File: src/rtl/mem_arb_pkg.sv
// Shared constants for the two-port memory arbiter: bus widths, default read
// latency and the sequencer state encoding.
package mem_arb_pkg;

  localparam int ADDR_W     = 12;
  localparam int DATA_W     = 8;
  localparam int BANK_W     = 2;
  localparam int RD_LAT_DEF = 2;
  localparam int CNT_W      = 3;

  localparam logic [1:0] ST_IDLE  = 2'd0;
  localparam logic [1:0] ST_CMD   = 2'd1;
  localparam logic [1:0] ST_RWAIT = 2'd2;
  localparam logic [1:0] ST_DONE  = 2'd3;

endpackage

File: src/rtl/rr_arb2.sv
// Two-way request picker with a last-winner pointer (round-robin).
// Defining MEM_ARBITER_FIXED_PRIO_EN makes port 0 always win and drops the pointer.
module rr_arb2
  import mem_arb_pkg::*;
(
`ifndef MEM_ARBITER_FIXED_PRIO_EN
  input  logic       clk,
  input  logic       rst,
  input  logic       accept,
`endif
  input  logic [1:0] req,
  output logic       pick,
  output logic       pick_valid
);

  assign pick_valid = |req;

`ifdef MEM_ARBITER_FIXED_PRIO_EN
  assign pick = ~req[0];
`else
  logic last;

  always_comb begin
    pick = req[1];
    if (&req) pick = ~last;
  end

  // Reset value 1 makes port 0 the favoured side of the first contention.
  always_ff @(posedge clk) begin
    if (rst)         last <= 1'b1;
    else if (accept) last <= pick;
  end
`endif

endmodule

File: src/rtl/mem_arbiter.sv
// Two-port arbiter in front of a single synchronous memory with RD_LAT read latency.
// Arbitration is round-robin unless MEM_ARBITER_FIXED_PRIO_EN is defined (port 0 first).
//
// state | meaning
// IDLE  | waiting for a request; winner's command is latched on the way out
// CMD   | command driven to memory for one cycle, grant pulse to the winner
// RWAIT | read in flight, RD_LAT-1 cycles, chip still enabled
// DONE  | read data captured at the end of this cycle, rvalid follows
module mem_arbiter
  import mem_arb_pkg::*;
#(
  parameter int RD_LAT = RD_LAT_DEF
) (
  input  logic              clk,
  input  logic              rst,
  input  logic              req0,
  input  logic              req1,
  input  logic              we0,
  input  logic              we1,
  input  logic [ADDR_W-1:0] addr0,
  input  logic [ADDR_W-1:0] addr1,
  input  logic [DATA_W-1:0] wdata0,
  input  logic [DATA_W-1:0] wdata1,
  output logic              gnt0,
  output logic              gnt1,
  output logic              rvalid0,
  output logic              rvalid1,
  output logic [DATA_W-1:0] rdata,
  output logic              busy,
  output logic              mem_cen,
  output logic              mem_rd,
  output logic              mem_wr,
  output logic [ADDR_W-1:0] mem_add,
  output logic [DATA_W-1:0] mem_din,
  input  logic [DATA_W-1:0] mem_dout
);

  logic [1:0]       state;
  logic             owner;
  logic             we_q;
  logic [CNT_W-1:0] cnt;
  logic             pick;
  logic             pick_valid;

`ifdef MEM_ARBITER_FIXED_PRIO_EN
  rr_arb2 u_arb (
    .req        ({req1, req0}),
    .pick       (pick),
    .pick_valid (pick_valid)
  );
`else
  logic accept;
  assign accept = (state == ST_IDLE) && pick_valid;

  rr_arb2 u_arb (
    .clk        (clk),
    .rst        (rst),
    .accept     (accept),
    .req        ({req1, req0}),
    .pick       (pick),
    .pick_valid (pick_valid)
  );
`endif

  // mem_add/mem_din double as the command latch, so they hold outside CMD/RWAIT.
  always_ff @(posedge clk) begin
    if (rst) begin
      state   <= ST_IDLE;
      owner   <= 1'b0;
      we_q    <= 1'b0;
      cnt     <= '0;
      mem_add <= '0;
      mem_din <= '0;
      rdata   <= '0;
      rvalid0 <= 1'b0;
      rvalid1 <= 1'b0;
    end else begin
      rvalid0 <= 1'b0;
      rvalid1 <= 1'b0;
      case (state)
        ST_IDLE: begin
          if (pick_valid) begin
            owner   <= pick;
            we_q    <= pick ? we1 : we0;
            mem_add <= pick ? addr1 : addr0;
            mem_din <= pick ? wdata1 : wdata0;
            state   <= ST_CMD;
          end
        end
        ST_CMD: begin
          if (we_q) begin
            state <= ST_IDLE;
          end else if (RD_LAT == 1) begin
            state <= ST_DONE;
          end else begin
            cnt   <= CNT_W'(RD_LAT - 1);
            state <= ST_RWAIT;
          end
        end
        ST_RWAIT: begin
          if (cnt == CNT_W'(1)) state <= ST_DONE;
          else                  cnt   <= cnt - CNT_W'(1);
        end
        default: begin
          rdata   <= mem_dout;
          rvalid0 <= ~owner;
          rvalid1 <= owner;
          state   <= ST_IDLE;
        end
      endcase
    end
  end

  assign gnt0    = (state == ST_CMD) && !owner;
  assign gnt1    = (state == ST_CMD) && owner;
  assign mem_rd  = (state == ST_CMD) && !we_q;
  assign mem_wr  = (state == ST_CMD) && we_q;
  assign mem_cen = !((state == ST_CMD) || (state == ST_RWAIT));
  assign busy    = (state != ST_IDLE);

endmodule
File: config.mk
export PLATFORM = sky130hd
export DESIGN_NAME = mem_arbiter
export DESIGN_NICKNAME = d
export VERILOG_FILES = /design/src/rtl/mem_arb_pkg.sv /design/src/rtl/rr_arb2.sv /design/src/rtl/mem_arbiter.sv
export SDC_FILE = /design/constraint.sdc
export NUM_CORES = 1
export LEC_CHECK = 0
export CAP_MARGIN = 20
export CORE_ASPECT_RATIO = 1.2
export CORE_MARGIN = 8
export CORE_UTILIZATION = 36
export CTS_BUF_LIST = sky130_fd_sc_hd__clkbuf_16
export CTS_CLUSTER_SIZE = 40
export DETAILED_ROUTE_END_ITERATION = 10
export PLACE_DENSITY = 0.82
export SLEW_MARGIN = 0
export SYNTH_ARGS = -nofsm -noshare
export SYNTH_HDL_FRONTEND = slang
export SYNTH_SLANG_ARGS = --single-unit
File: constraint.sdc
create_clock -name clk -period 1.7 [get_ports clk]
set_input_delay 0.34 -clock clk [delete_from_list [all_inputs] [get_ports clk]]
set_output_delay 0.34 -clock clk [all_outputs]
set_load 0.02 [all_outputs]
Yosys cells after proc, flatten, opt, wreduce, memory -nomap -nowiden

Cells that the tools add are included.

Word-level logic and storage cells: 50
Register bits after elaboration: 38
Bits of input ports: 54

$add $sub $neg: 1
Bitwise gates (word level): 2
Equal/unequal tests: 7
Mux-type cells: 11
Reductions and logical operators: 19

Operator list:

| operator                                                           | number |
|---|---|
| 12-bit 2-to-1 mux                                                  | 1 |
| 8-bit 2-to-1 mux                                                   | 1 |
| 2-bit inequality test, second input constant                       | 4 |
| 2-bit 2-to-1 mux                                                   | 3 |
| 3-bit 2-to-1 mux                                                   | 2 |
| 2-bit case mux with 3 select lines                                 | 1 |
| 3-bit case mux with 2 select lines                                 | 1 |
| 2-bit AND reduction                                                | 3 |
| 1-bit logical AND                                                  | 5 |
| 2-bit nonzero test                                                 | 2 |
| 4-bit OR reduction                                                 | 1 |
| 3-bit by 1-bit == test with 1-bit output, second input constant    | 1 |
| 1-bit logical NOT                                                  | 3 |
| 3-bit AND reduction                                                | 1 |
| 3-bit OR reduction                                                 | 1 |
| 3-bit by 1-bit subtractor with 3-bit output, second input constant | 1 |
| 2-bit by 1-bit == test with 1-bit output, second input constant    | 1 |
| 2-bit == test, second input constant                               | 1 |
| 2-bit logical NOT                                                  | 1 |
| 1-bit 2-to-1 mux                                                   | 2 |
| 1-bit inverter                                                     | 2 |
| 2-bit OR reduction                                                 | 1 |
| 1-bit logical OR                                                   | 1 |

Depth between registers and ports, before layout

Gate-level depths: netlist of run 1.

Depth after elaboration: 3
Depth in mapped cells: 7
Gate-level depth less buffers: 6

Modules after synthesis

From an unflattened synthesis of run 1, not the netlist that was laid out.

Cell total of the unflattened synthesis: 185
Area, all modules: 1779.2 sq um

By module, submodules not included:

| module      | seq. area each (sq um) | cells each | area an instance (sq um) | times used |
|---|---|---|---|---|
| mem_arbiter | 740.7                  | 180        | 1730.4                   | 1 |
| rr_arb2     | 20.0                   | 5          | 48.8                     | 1 |

Least setup slack after synthesis of run 1

No wires, ideal clock.

Kind: reg-to-reg
From: register state[1]
To: register cnt[1]
Slack: 0.097 ns
Buffers on the path: 0
Clock period less this slack: 1.603 ns
Stages on the path, launching flop included: 7
Arrival: 1.532 ns
Path through: dfxtp_1 -> inv_1 -> ha_1 -> nand2_1 -> o211ai_2 -> or3b_2 -> a21oi_1

Cells in the longest elaborated chain, start to end: 3
Elaborated cells on any way between the ends: 7

RTL lines:

| what                                                                             | RTL line           | source |
|---|---|---|
| start: declaration                                                               | mem_arbiter.sv:38  | `logic [1:0] state;` |
| start signal: assignment                                                         | mem_arbiter.sv:68  | `state <= ST_IDLE;` |
| start signal: assignment                                                         | mem_arbiter.sv:87  | `state <= ST_CMD;` |
| start signal: assignment                                                         | mem_arbiter.sv:92  | `state <= ST_IDLE;` |
| 2-bit == test / 2-bit by 1-bit == test with 1-bit output (equally long branches) | mem_arbiter.sv:80  | `case (state)` |
| 2-bit inequality test (no line) / 2-bit nonzero test (equally long branches)     | n/a                |  |
| 3-bit AND reduction (no line)                                                    | n/a                |  |
| end signal: assignment                                                           | mem_arbiter.sv:96  | `cnt <= CNT_W'(RD_LAT - 1);` |
| end signal: assignment                                                           | mem_arbiter.sv:102 | `else cnt <= cnt - CNT_W'(1);` |
| end: declaration                                                                 | mem_arbiter.sv:41  | `logic [CNT_W-1:0] cnt;` |

Several ways; a longest one is shown, not always the timed one.
A chain may end at the register's enable or synchronous reset.

Final worst setup path of run 1

From: register state[1]
To: output gnt1

Cells in the longest elaborated chain, start to end: 2

RTL lines:

| what                                     | RTL line           | source |
|---|---|---|
| 2-bit by 1-bit == test with 1-bit output | mem_arbiter.sv:115 | `assign gnt1 = (state == ST_CMD) && owner;` |
| 1-bit logical AND                        | mem_arbiter.sv:115 |  |
| end: declaration                         | mem_arbiter.sv:25  | `output logic gnt1,` |

No other way between the ends.

==> summary.json, run 1 <==
{
  "grt_setup_unrepaired": {"value": "false"},
  "clk-insertion-delay-late": {"value": 270, "unit": "ps"},
  "detailroute.via_count": {"value": 1641},
  "switching_share": {"value": 34.47, "unit": "%"},
  "synthCells": {"value": 182},
  "synth_adder_area_share": {"value": 6.388, "unit": "%"},
  "hold_class": {"value": "flop to flop"},
  "tightest_slew": {"value": 465.5, "unit": "ps"},
  "postRouteAntennaNets": {"value": 0},
  "yosys.area_share.xor_xnor": {"value": 0, "unit": "%"},
  "preCtsSetupSlack": {"value": -101.5, "unit": "ps"},
  "synth_warnings": {"value": 0},
  "power_leakage": {"value": 1.198, "unit": "nW"},
  "cts.path.max_buffers": {"value": 2},
  "combinationalPowerShare": {"value": 49.1, "unit": "%"},
  "grt_overflow": {"value": 0},
  "placementRows": {"value": 28},
  "total_net_switching_power": {"value": 1.689, "unit": "mW"},
  "final.period_utilization": {"value": 96.54, "unit": "%"},
  "synth_cell_types": {"value": 28},
  "finClkSkew": {"value": 2.416, "unit": "ps"},
  "ys_seq_area_share": {"value": 43.15, "unit": "%"},
  "design.die.area": {"value": 7401, "unit": "sq um"},
  "setup.worst_path.start_class": {"value": "flop"},
  "drt-total-wl": {"value": 4822, "unit": "microns"},
  "core_area": {"value": 4835, "unit": "sq um"},
  "required_time_at_the_endpoint_of_the_critical_path": {"value": 1360, "unit": "ps"},
  "inserted_clock_buffers": {"value": 5},
  "route.top_layer_used": {"value": "met4"},
  "cts_tree": {"value": "built"},
  "placement.io_buffers": {"value": 89},
  "layout.nets": {"value": 345},
  "cts.clk_slew.worst_paths": {"value": 60, "unit": "ps"},
  "worstPathArrival": {"value": 1300, "unit": "ps"},
  "final_core_utilization": {"value": 62.89, "unit": "%"},
  "grt_util_all_layers": {"value": 13.01, "unit": "%"},
  "sequentialPowerShare": {"value": 26.6, "unit": "%"},
  "synth_compound_area_share": {"value": 14.76, "unit": "%"},
  "max_cap_viol_count": {"value": 0},
  "routed-wl-met3": {"value": 285, "unit": "microns"},
  "post_route_cells_drive_above_1_share": {"value": 13.07, "unit": "%"},
  "synth_top_family_by_area": {"value": "multiplexers"},
  "number_of_antenna_violations_at_the_first_check_in_global_routing": {"value": 0},
  "timing.setup.critical_path_class": {"value": "flop to primary output"},
  "synth.mux.area_fraction": {"value": 17.03, "unit": "%"},
  "synth.avg_cell_area": {"value": 9.686, "unit": "sq um"},
  "routedLengthMet1": {"value": 1780, "unit": "microns"},
  "pwr_density_cell": {"value": 1611, "unit": "nW/um^2"},
  "drt_first_iter_violations": {"value": 38},
  "critPathCaptureType": {"value": "primary output"},
  "gp_routability_congestion": {"value": 0.7182},
  "die_width": {"value": 79.88, "unit": "microns"},
  "htreeDepth": {"value": 2},
  "synth_seq_cells": {"value": 38},
  "run_status": {"value": "finished clean"},
  "cts.hold.buffers_added": {"value": 0},
  "layout_commonest_cell": {"value": "clkdlybuf4s50_1"},
  "routed_wire_length_per_instance": {"value": 14.06, "unit": "microns"},
  "path_max_fanout": {"value": 5},
  "insertedDiodeCount": {"value": 0},
  "clock_tree.root_cell": {"value": "clkbuf_16"},
  "worst_ir_drop_vdd": {"value": 0.0006595, "unit": "V"},
  "die_height": {"value": 92.66, "unit": "microns"},
  "design.portCount": {"value": 90},
  "least_setup_slack_across_all_paths_after_layout": {"value": 58.85, "unit": "ps"},
  "global_route_wire_length_before_repair": {"value": 7831, "unit": "microns"},
  "slew_violations": {"value": 0},
  "sinks_on_the_clock_net": {"value": 38},
  "drcViolationCount": {"value": 0},
  "route.detailed.vias_per_inst": {"value": 4.784},
  "setup_viol": {"value": 0},
  "post-dp-hpwl": {"value": 3810, "unit": "microns"},
  "tightest_slew_margin_relative_to_the_limit": {"value": 68.97, "unit": "%"},
  "leading_cell_types_in_the_layout_fill_and_taps_excluded": {"value": "clkdlybuf4s50_1, dfxtp_1, nor2_1"},
  "yosys.area_share.simple": {"value": 12.78, "unit": "%"},
  "fmax": {"value": 609.3, "unit": "MHz"},
  "detailedRoute.firstPassIterationCount": {"value": 4},
  "layout-area-overhead-vs-synth": {"value": 72.46, "unit": "%"},
  "synthesis.nets": {"value": 245},
  "met2_wirelength": {"value": 2659, "unit": "microns"},
  "min_period": {"value": 1641, "unit": "ps"},
  "synthesis.area": {"value": 1763, "unit": "sq um"},
  "report.final.hold_viol_count": {"value": 0},
  "initial_core_utilization": {"value": 36.46, "unit": "%"},
  "grt_max_degree": {"value": 39},
  "intPower": {"value": 3.211, "unit": "mW"},
  "grt_pass1_vias": {"value": 1631},
  "share_clk_of_total_power": {"value": 24.3, "unit": "%"}
}
layer usage:
layer,GRT usage (%),vias to the layer above
met3,3.488,7
met1,12.88,751
met2,24.31,46
met5,0,-
met4,5.623,0
li1,-,837
stage by stage:
| stage | area, sq um | setup TNS [ps] | cells | hold slack, ps | power, mW |
|---|---|---|---|---|---|
| CTS | 3037 | 0 | 343 | 454.2 | 4.953 |
| detailed placement | 2838 | -1135 | 335 | 446.3 | 3.759 |
| floorplan | 1763 | 0 | 182 | 431.8 | 2.598 |
| global route | 3040 | 0 | 343 | 485.2 | 5.208 |
| global placement | 2838 | -531.0 | 335 | 441.0 | 3.703 |
| finish | 3040 | 0 | 343 | 463.1 | 4.899 |
final timing paths:
| path | startpoint | to | slack [ps] | cells past startpoint |
|---|---|---|---|---|
| hold / removal | cnt[1]$_SDFFE_PP0P_ | cnt[1]$_SDFFE_PP0P_ | 460 | 2 |
| setup reg to reg | state[0]$_SDFFE_PP0P_ | cnt[1]$_SDFFE_PP0P_ | 140 | 7 |
| setup / recovery | state[1]$_SDFFE_PP0P_ | gnt1 | 60 | 4 |
| hold reg to reg | cnt[1]$_SDFFE_PP0P_ | cnt[1]$_SDFFE_PP0P_ | 460 | 2 |
registers in the layout, indices dropped and copies added (netlist names):
name        count
cnt             3
rdata           8
state           2
rvalid1         1
we_q            1
rvalid0         1
u_arb.last      1
mem_add        12
owner           1
mem_din         8
timing repair:
| item | in CTS | in global routing |
|---|---|---|
| setup buffers | 0 | 0 |
| gates cloned | 0 | 0 |
| pin swaps | 0 | 2 |
| endpoints found under the setup margin | 6 | 6 |
| gates resized for setup | 15 | 7 |
cells by family after synthesis:
logic type | count (synthesis)
buffers and inverters | 20
and+or+nand+nor | 51
muxes | 30
adders and majority gates | 9
AOI/OAI and AO/OA | 34
DFF | 38
worst max-delay path: stages (launching register included):
cell             delay (ps)
dfxtp_1                 300
inv_1                    80
ha_2                    220
and2_1                  130
clkdlybuf4s15_1         300
power by group through the flow:
stage	Clock, mW	Sequential [mW]	Combinational, mW
floorplan	0	1.56	1.04
CTS	1.22	1.30	2.43
detailed placement	0	1.31	2.45
global route	1.25	1.33	2.62
global placement	0	1.30	2.40
finish	1.19	1.30	2.41
cell usage after synthesis:
cell type | count | area, sq um
nand2b_1 | 1 | 6.260
a211oi_1 | 22 | 165.2
a311oi_1 | 1 | 8.760
nor2b_1 | 3 | 18.77
buf_1 | 1 | 3.750
a21boi_4 | 1 | 18.77
or3b_2 | 1 | 8.760
or3_1 | 1 | 6.260
a22oi_1 | 1 | 7.510
inv_1 | 8 | 30.03
nor4b_1 | 1 | 8.760
a31oi_1 | 1 | 6.260
o211ai_2 | 1 | 12.51
mux2i_1 | 30 | 300.3
o21a_1 | 1 | 7.510
or2_2 | 1 | 6.260
o221ai_1 | 1 | 8.760
ha_1 | 9 | 112.6
a21oi_1 | 5 | 25.02
nor4_1 | 1 | 6.260
nor2_1 | 35 | 131.4
clkbuf_1 | 4 | 15.01
buf_8 | 2 | 30.03
nand3b_1 | 1 | 7.510
dfxtp_1 | 38 | 760.7
buf_2 | 5 | 25.02
nand2_1 | 5 | 18.77
and2_1 | 1 | 6.260
cell type report:
class                           instances  area (sq um)
Clock buffer                            5         125.1
Timing Repair Buffer                  105          1065
Multi-Input combinational cell        124         914.6
Fill cell                             429          1794
Tap cell                               60         75.07
Sequential cell                        38         762.0
Inverter                                8         30.03
Clock inverter                          3         68.82
(Power assumes the default switching activity.)
==> inputs of run 2 (changes only) <==
--- a/config.mk
+++ b/config.mk
@@ -12,6 +12,7 @@
 export CTS_BUF_LIST = sky130_fd_sc_hd__clkbuf_16
 export CTS_CLUSTER_SIZE = 40
 export DETAILED_ROUTE_END_ITERATION = 10
+export HOLD_SLACK_MARGIN = 0.15
 export PLACE_DENSITY = 0.82
 export SLEW_MARGIN = 0
 export SYNTH_ARGS = -nofsm -noshare
==> results of run 2 <==
No change in the layout: final DEF, timing and power equal those of run 1.
